==> config.mk <==
export PLATFORM = sky130hd
export DESIGN_NAME = fetch_queue_stage
export DESIGN_NICKNAME = d
export VERILOG_FILES = /design/src/rtl/fetch_pkg.sv /design/src/rtl/fetch_fifo.sv /design/src/rtl/fetch_queue_stage.sv
export SDC_FILE = /design/constraint.sdc
export NUM_CORES = 1
export LEC_CHECK = 0
export BUFFER_PORTS_ARGS = -buffer_cell sky130_fd_sc_hd__buf_2
export CAP_MARGIN = 20
export CORE_MARGIN = 10
export CORE_UTILIZATION = 57
export CTS_BUF_LIST = sky130_fd_sc_hd__clkbuf_8 sky130_fd_sc_hd__clkbuf_16
export CTS_CLUSTER_SIZE = 14
export DETAILED_ROUTE_END_ITERATION = 16
export MAX_ROUTING_LAYER = met4
export PLACE_DENSITY = 0.91
export SLEW_MARGIN = 20
export SYNTH_ARGS = -nofsm -noshare
export SYNTH_HDL_FRONTEND = slang
export SYNTH_SLANG_ARGS = --single-unit
==> constraint.sdc <==
create_clock -name clk -period 4.5 [get_ports clk]
set_clock_uncertainty 0.05 [all_clocks]
set_input_delay 0.45 -clock clk [delete_from_list [all_inputs] [get_ports clk]]
set_output_delay 0.45 -clock clk [all_outputs]
set_load 0.01 [all_outputs]
==> src/rtl/fetch_pkg.sv <==
// Shared fetch-stage types and constants: reset vector default, PC step, queue entry layout.
package fetch_pkg;

    localparam logic [31:0] RESET_VEC_DEFAULT = 32'hbfc00000;
    localparam logic [31:0] PC_STEP           = 32'd4;

    typedef struct packed {
        logic [31:0] pc;
        logic [31:0] inst;
        logic        adel;
    } fetch_entry_t;

    localparam int ENTRY_W = $bits(fetch_entry_t);

endpackage

==> src/rtl/fetch_fifo.sv <==
// Purpose: DEPTH-entry instruction queue with synchronous clear, count and registered-array head.
// Latency: a push is visible at the head on the following cycle; no bypass.
// Backpressure: caller must not push when full; pop only when count is non-zero.
module fetch_fifo
    import fetch_pkg::*;
#(
    parameter int DEPTH = 4
) (
    input  logic                     clk,
    input  logic                     resetn,
    input  logic                     clear,
    input  logic                     push,
    input  logic [ENTRY_W-1:0]       push_dat,
    input  logic                     pop,
    output logic [$clog2(DEPTH):0]   count,
    output logic [ENTRY_W-1:0]       head
);

    localparam int AW = $clog2(DEPTH);

    logic [ENTRY_W-1:0] mem [DEPTH];
    logic [AW-1:0]      wptr;
    logic [AW-1:0]      rptr;

    // Pointers wrap naturally because DEPTH is a power of two.
    always_ff @(posedge clk) begin
        if (!resetn || clear) begin
            wptr  <= '0;
            rptr  <= '0;
            count <= '0;
        end else begin
            if (push) wptr <= wptr + 1'b1;
            if (pop)  rptr <= rptr + 1'b1;
            if (push && !pop)      count <= count + 1'b1;
            else if (pop && !push) count <= count - 1'b1;
        end
    end

    always_ff @(posedge clk) begin
        if (push && !clear) mem[wptr] <= push_dat;
    end

    assign head = mem[rptr];

endmodule

==> src/rtl/fetch_queue_stage.sv <==
// Purpose: fetch PC owner + SRAM request issue + decoupling queue to decode (FETCH_ADEL_EN adds misaligned-fetch trap/halt).
// Latency: request at t, SRAM data captured at t+1, head valid at t+2; redirects kill queue and in-flight word.
// Backpressure: id_ready low fills the queue, then issue stops until a slot (including a same-cycle pop) frees.
module fetch_queue_stage
    import fetch_pkg::*;
#(
    parameter logic [31:0] RESET_VEC = RESET_VEC_DEFAULT,
    parameter int          DEPTH     = 4
) (
    input  logic        clk,
    input  logic        resetn,
    input  logic        flush,
    input  logic [31:0] flush_pc,
    input  logic        br_valid,
    input  logic [31:0] br_target,
    output logic        inst_sram_en,
    output logic [31:0] inst_sram_addr,
    input  logic [31:0] inst_sram_rdata,
    output logic        id_valid,
    input  logic        id_ready,
    output logic [31:0] id_pc,
    output logic [31:0] id_inst,
    output logic        id_adel
);

    localparam int              CW      = $clog2(DEPTH) + 1;
    localparam logic [CW:0]     DEPTH_C = (CW + 1)'(DEPTH);

    logic [31:0]    fetch_pc;
    logic [31:0]    inflight_pc;
    logic           inflight;
    logic           inflight_adel;
    logic           halted;
    logic           misaligned;
    logic           redirect;
    logic           issue;
    logic           push;
    logic           pop;
    logic           head_vis;
    logic [CW-1:0]  count;
    logic [CW:0]    occupancy;
    fetch_entry_t   push_entry;
    fetch_entry_t   head;
    logic [ENTRY_W-1:0] head_dat;

    assign redirect = flush | br_valid;
    assign head_vis = (count != '0);
    assign id_valid = head_vis & ~redirect;
    assign pop      = id_valid & id_ready;

    // Slots committed = queued + the word still coming back - what leaves this cycle.
    assign occupancy = {1'b0, count} + {{CW{1'b0}}, inflight} - {{CW{1'b0}}, pop};
    assign issue     = resetn & ~redirect & ~halted & (occupancy < DEPTH_C);

    assign inst_sram_en   = issue & ~misaligned;
    assign inst_sram_addr = fetch_pc;

    always_ff @(posedge clk) begin
        if (!resetn) begin
            fetch_pc      <= RESET_VEC;
            inflight      <= 1'b0;
            inflight_pc   <= '0;
            inflight_adel <= 1'b0;
        end else begin
            if (flush)         fetch_pc <= flush_pc;
            else if (br_valid) fetch_pc <= br_target;
            else if (issue)    fetch_pc <= fetch_pc + PC_STEP;
            inflight <= issue;
            if (issue) begin
                inflight_pc   <= fetch_pc;
                inflight_adel <= misaligned;
            end
        end
    end

    // A trapped fetch rides the in-flight slot so it stays ordered behind the previous word.
    assign push            = inflight & ~redirect;
    assign push_entry.pc   = inflight_pc;
    assign push_entry.inst = inflight_adel ? 32'h0 : inst_sram_rdata;
    assign push_entry.adel = inflight_adel;

    fetch_fifo #(
        .DEPTH (DEPTH)
    ) u_fifo (
        .clk      (clk),
        .resetn   (resetn),
        .clear    (redirect),
        .push     (push),
        .push_dat (push_entry),
        .pop      (pop),
        .count    (count),
        .head     (head_dat)
    );

    assign head    = fetch_entry_t'(head_dat);
    assign id_pc   = head_vis ? head.pc   : 32'h0;
    assign id_inst = head_vis ? head.inst : 32'h0;

`ifdef FETCH_ADEL_EN
    assign misaligned = |fetch_pc[1:0];
    assign id_adel    = head_vis & head.adel;

    always_ff @(posedge clk) begin
        if (!resetn || redirect) halted <= 1'b0;
        else if (issue && misaligned) halted <= 1'b1;
    end
`else
    logic unused_adel;
    assign unused_adel = head.adel;
    assign misaligned  = 1'b0;
    assign halted      = 1'b0;
    assign id_adel     = 1'b0;
`endif

endmodule

==> out/qor.yml <==
route:
  ant_nets: 0
  drc_errors: 0
  wl_per_cell_um: 22.0
  vias_per_cell: 5.88
  drt-initial-drc-count: 686
  wl_um: 31100
  drtPass1Iterations: 5
  num_vias: 8330
run_status:
  status: "complete, no violations"
clock_network:
  htreeDepth: 1
  ctsHoldBuffers: 0
  clock_path_buffers: 3
  cts_inserted_buffers: 31
  cts_tree: "built"
  cts.reportedPaths.clkPinSlew_ns: 0.06
  insertion_delay_ns: 0.55
  cts_sinks: 330
  cts_setup_buffers: 0
  post_cts_resized: 0
  cts_root_buffer: "clkbuf_16"
yosys:
  synth_area_per_cell_um2: 15.4
  yosys.area.top_type: "edfxtp_1"
  ys.flop_type: "edfxtp_1"
  async_flop_share: 0
  synth_area_leaders: "edfxtp_1, dfxtp_1, mux4_2, and2_1, mux2i_1"
  yosysTopAreaCellShare: 0.562
  yosys.cell_types.count: 55
  synth-edff-count: 256
  syn_area_mm2: 0.0137
  synth_nets: 999
  postSynthCellCount: 888
  ys.warnings.count: 0
  ys_ff_latch: 330
  ys_seq_area_frac: 0.670
grt:
  grt_pass1_vias: 8745
  grt_max_degree: 65
  grt_pass1_wl_um: 48700
  gr-total-overflow: 0
  antenna_found_initial: 0
  grt_usage: 0.205
layout:
  layout.nets: 1183
  design_area_mm2: 0.0160
  syn_to_final_growth_pct: 16.7
  drive_gt1_frac: 0.305
  diodes: 0
place:
  portBuffers: 198
  gp_congestion: 0.892
  hpwl_um: 19800
  dpl_cell_area_mm2: 0.0150
floorplan:
  die_w_um: 175
  core-area_mm2: 0.0235
  initial_core_util: 0.582
  fp.dieH_um: 175
  ios: 200
  die-area_mm2: 0.0306
  row_count: 56
hold_path:
  hp-class: "input pin to flip-flop"
sta:
  rsz0062_at_grt: "no"
  max_freq_ghz: 0.271
  fin_crit_sh: 0.819
  worst-slew-pin-transition_ns: 1.03
  setup_tns_ns: 0
  relSlewSlack: 0.304
  setup_viol: 0
  finalHoldViolCount: 0
  final_max_slew_viol_count: 0
  period_needed_ns: 3.69
worst_setup_path:
  cp_max_fo: 8
  worstPathArrival_ns: 3.19
  critical_path_class: "flip-flop to output pin"
  crit_required_ns: 4.00
  startpoint_type: "flip-flop"
  cp-end-kind: "output pin"
flow_run:
  drv_cap: 0
power_and_ir_drop:
  p_leak_nw: 6.00
  max-vdd-ir-drop_uv: 255
  power.density_mw_per_mm2: 385
==> through the flow <==
| stage | worst slack [ns] | cells | power [mW] | hold WS, ns | utilization |
|---|---|---|---|---|---|
| floorplan | 0.799 | 888 | 3.57 | 0.409 | - |
| global placement | 0.868 | 1358 | 3.70 | 0.429 | 0.636 |
| detailed placement | 0.745 | 1358 | 3.71 | 0.446 | 0.636 |
| CTS | 0.797 | 1416 | 6.20 | 0.0300 | 0.679 |
| global route | 0.548 | 1416 | 6.34 | 0.0306 | 0.679 |
| finish | 0.813 | 1416 | 6.15 | 0.0612 | 0.679 |
==> state kept, by name, summed over array words and instances (netlist names), named ones only <==
signal / flops
u_fifo.rptr: 2
inflight: 1
u_fifo.count: 3
u_fifo.mem: 256
inflight_pc: 32
u_fifo.wptr: 2
inst_sram_addr: 32
==> cells in the final DEF (no fill, tap or decap), types with 5 or more instances in the layout <==
master and instances:
edfxtp_1 256, buf_2 198, dfxtp_1 72, and2_1 67
mux4_2 64, nor2b_1 41, mux2i_1 41, nand2_1 40
clkbuf_16 32, nor2_1 29, o21ai_0 28, nand3_1 24
a21oi_1 23, inv_1 15, xor2_1 11, o211a_1 11
o211ai_1 9, ha_1 9, clkbuf_8 9, a22oi_1 8
buf_4 8, nor3_1 7, a21boi_0 7, a31oi_1 6
clkinv_2 6, nand2b_1 5, and3_1 5, nor4_1 5
xnor2_1 5
==> synth_stat cells, types with 2 or more instances <==
| cell | n |
|---|---|
| buf_1 | 8 |
| edfxtp_1 | 256 |
| buf_4 | 4 |
| o31ai_1 | 4 |
| xnor2_1 | 5 |
| o31a_1 | 2 |
| a31oi_1 | 6 |
| a21boi_0 | 7 |
| nand4_1 | 2 |
| mux4_2 | 64 |
| or3_1 | 2 |
| inv_1 | 9 |
| mux2i_1 | 41 |
| o22ai_1 | 4 |
| o211ai_1 | 9 |
| nor2b_1 | 41 |
| nor3_1 | 7 |
| clkbuf_1 | 40 |
| a22oi_1 | 8 |
| buf_2 | 3 |
| a21oi_1 | 23 |
| xor2_1 | 11 |
| or4_1 | 3 |
| dfxtp_1 | 74 |
| and2_1 | 67 |
| nand3_1 | 25 |
| nor4_1 | 5 |
| and3_1 | 9 |
| ha_1 | 9 |
| o21ai_0 | 28 |
| a22o_1 | 3 |
| o41ai_1 | 3 |
| nor2_1 | 29 |
| nand2_1 | 40 |
| o211a_1 | 11 |
| or2_2 | 3 |
| nand2b_1 | 5 |
==> final cells by class <==
class	instances	area (um^2)
tap	319	399
multi-input combinational	493	4290
clock inverter	17	87.6
timing repair buffer	207	1070
inverter	9	33.8
fill	1610	7560
sequential	330	9180
clock buffer	41	925
==> metal layers <==
layer / track usage / share of wire / vias to the layer above
met3: 0.0407 / 0.071 / 51
met5: - / 0 / -
met4: 0.0519 / 0.019 / 0
met1: 0.261 / 0.41 / 4147
met2: 0.333 / 0.50 / 356
li1: - / - / 3776
==> power by group <==
part           internal, mW  leakage [nW]  switching (mW)
Clock                  1.44         0.529            1.07
Combinational         0.124          2.34           0.155
Sequential             3.31          3.13          0.0637
==> worst paths after layout <==
kind	start	end	slack, ns	cells past startpoint
max	u_fifo.count[1]	inst_sram_en	0.81	12
max reg2reg	u_fifo.count[1]	inst_sram_addr[24]	1.16	13
min reg2reg	inflight_pc[9]	u_fifo.mem[1][41]	0.46	0
min	inst_sram_rdata[4]	u_fifo.mem[2][4]	0.06	1
==> cell families (layout without fill, tap and decap cells) <==
family,Yosys count,in the layout,share of synthesized area
adder cells (fa/ha/maj),10,10,0.00969
XOR/XNOR,16,16,0.0102
multiplexers,105,105,0.135
other,1,1,0.000274
flip-flops,330,330,0.670
buffers and inverters,65,274,0.0193
AO/OA/AOI/OAI,116,116,0.0567
AND/OR/NAND/NOR,245,245,0.0989
==> critical path, cell delays in order, from the launching register on <==
cell	delay [ns]
dfxtp_1	0.42
inv_1	0.11
a31oi_1	0.22
nand2_1	0.11
inv_1	0.13
ha_1	0.16
inv_1	0.04
ha_1	0.21
or2_2	0.28
a211o_1	0.28
and2_1	0.28
nor2_4	0.18
buf_2	0.19
Note: power is estimated with default switching activity, not from simulation.
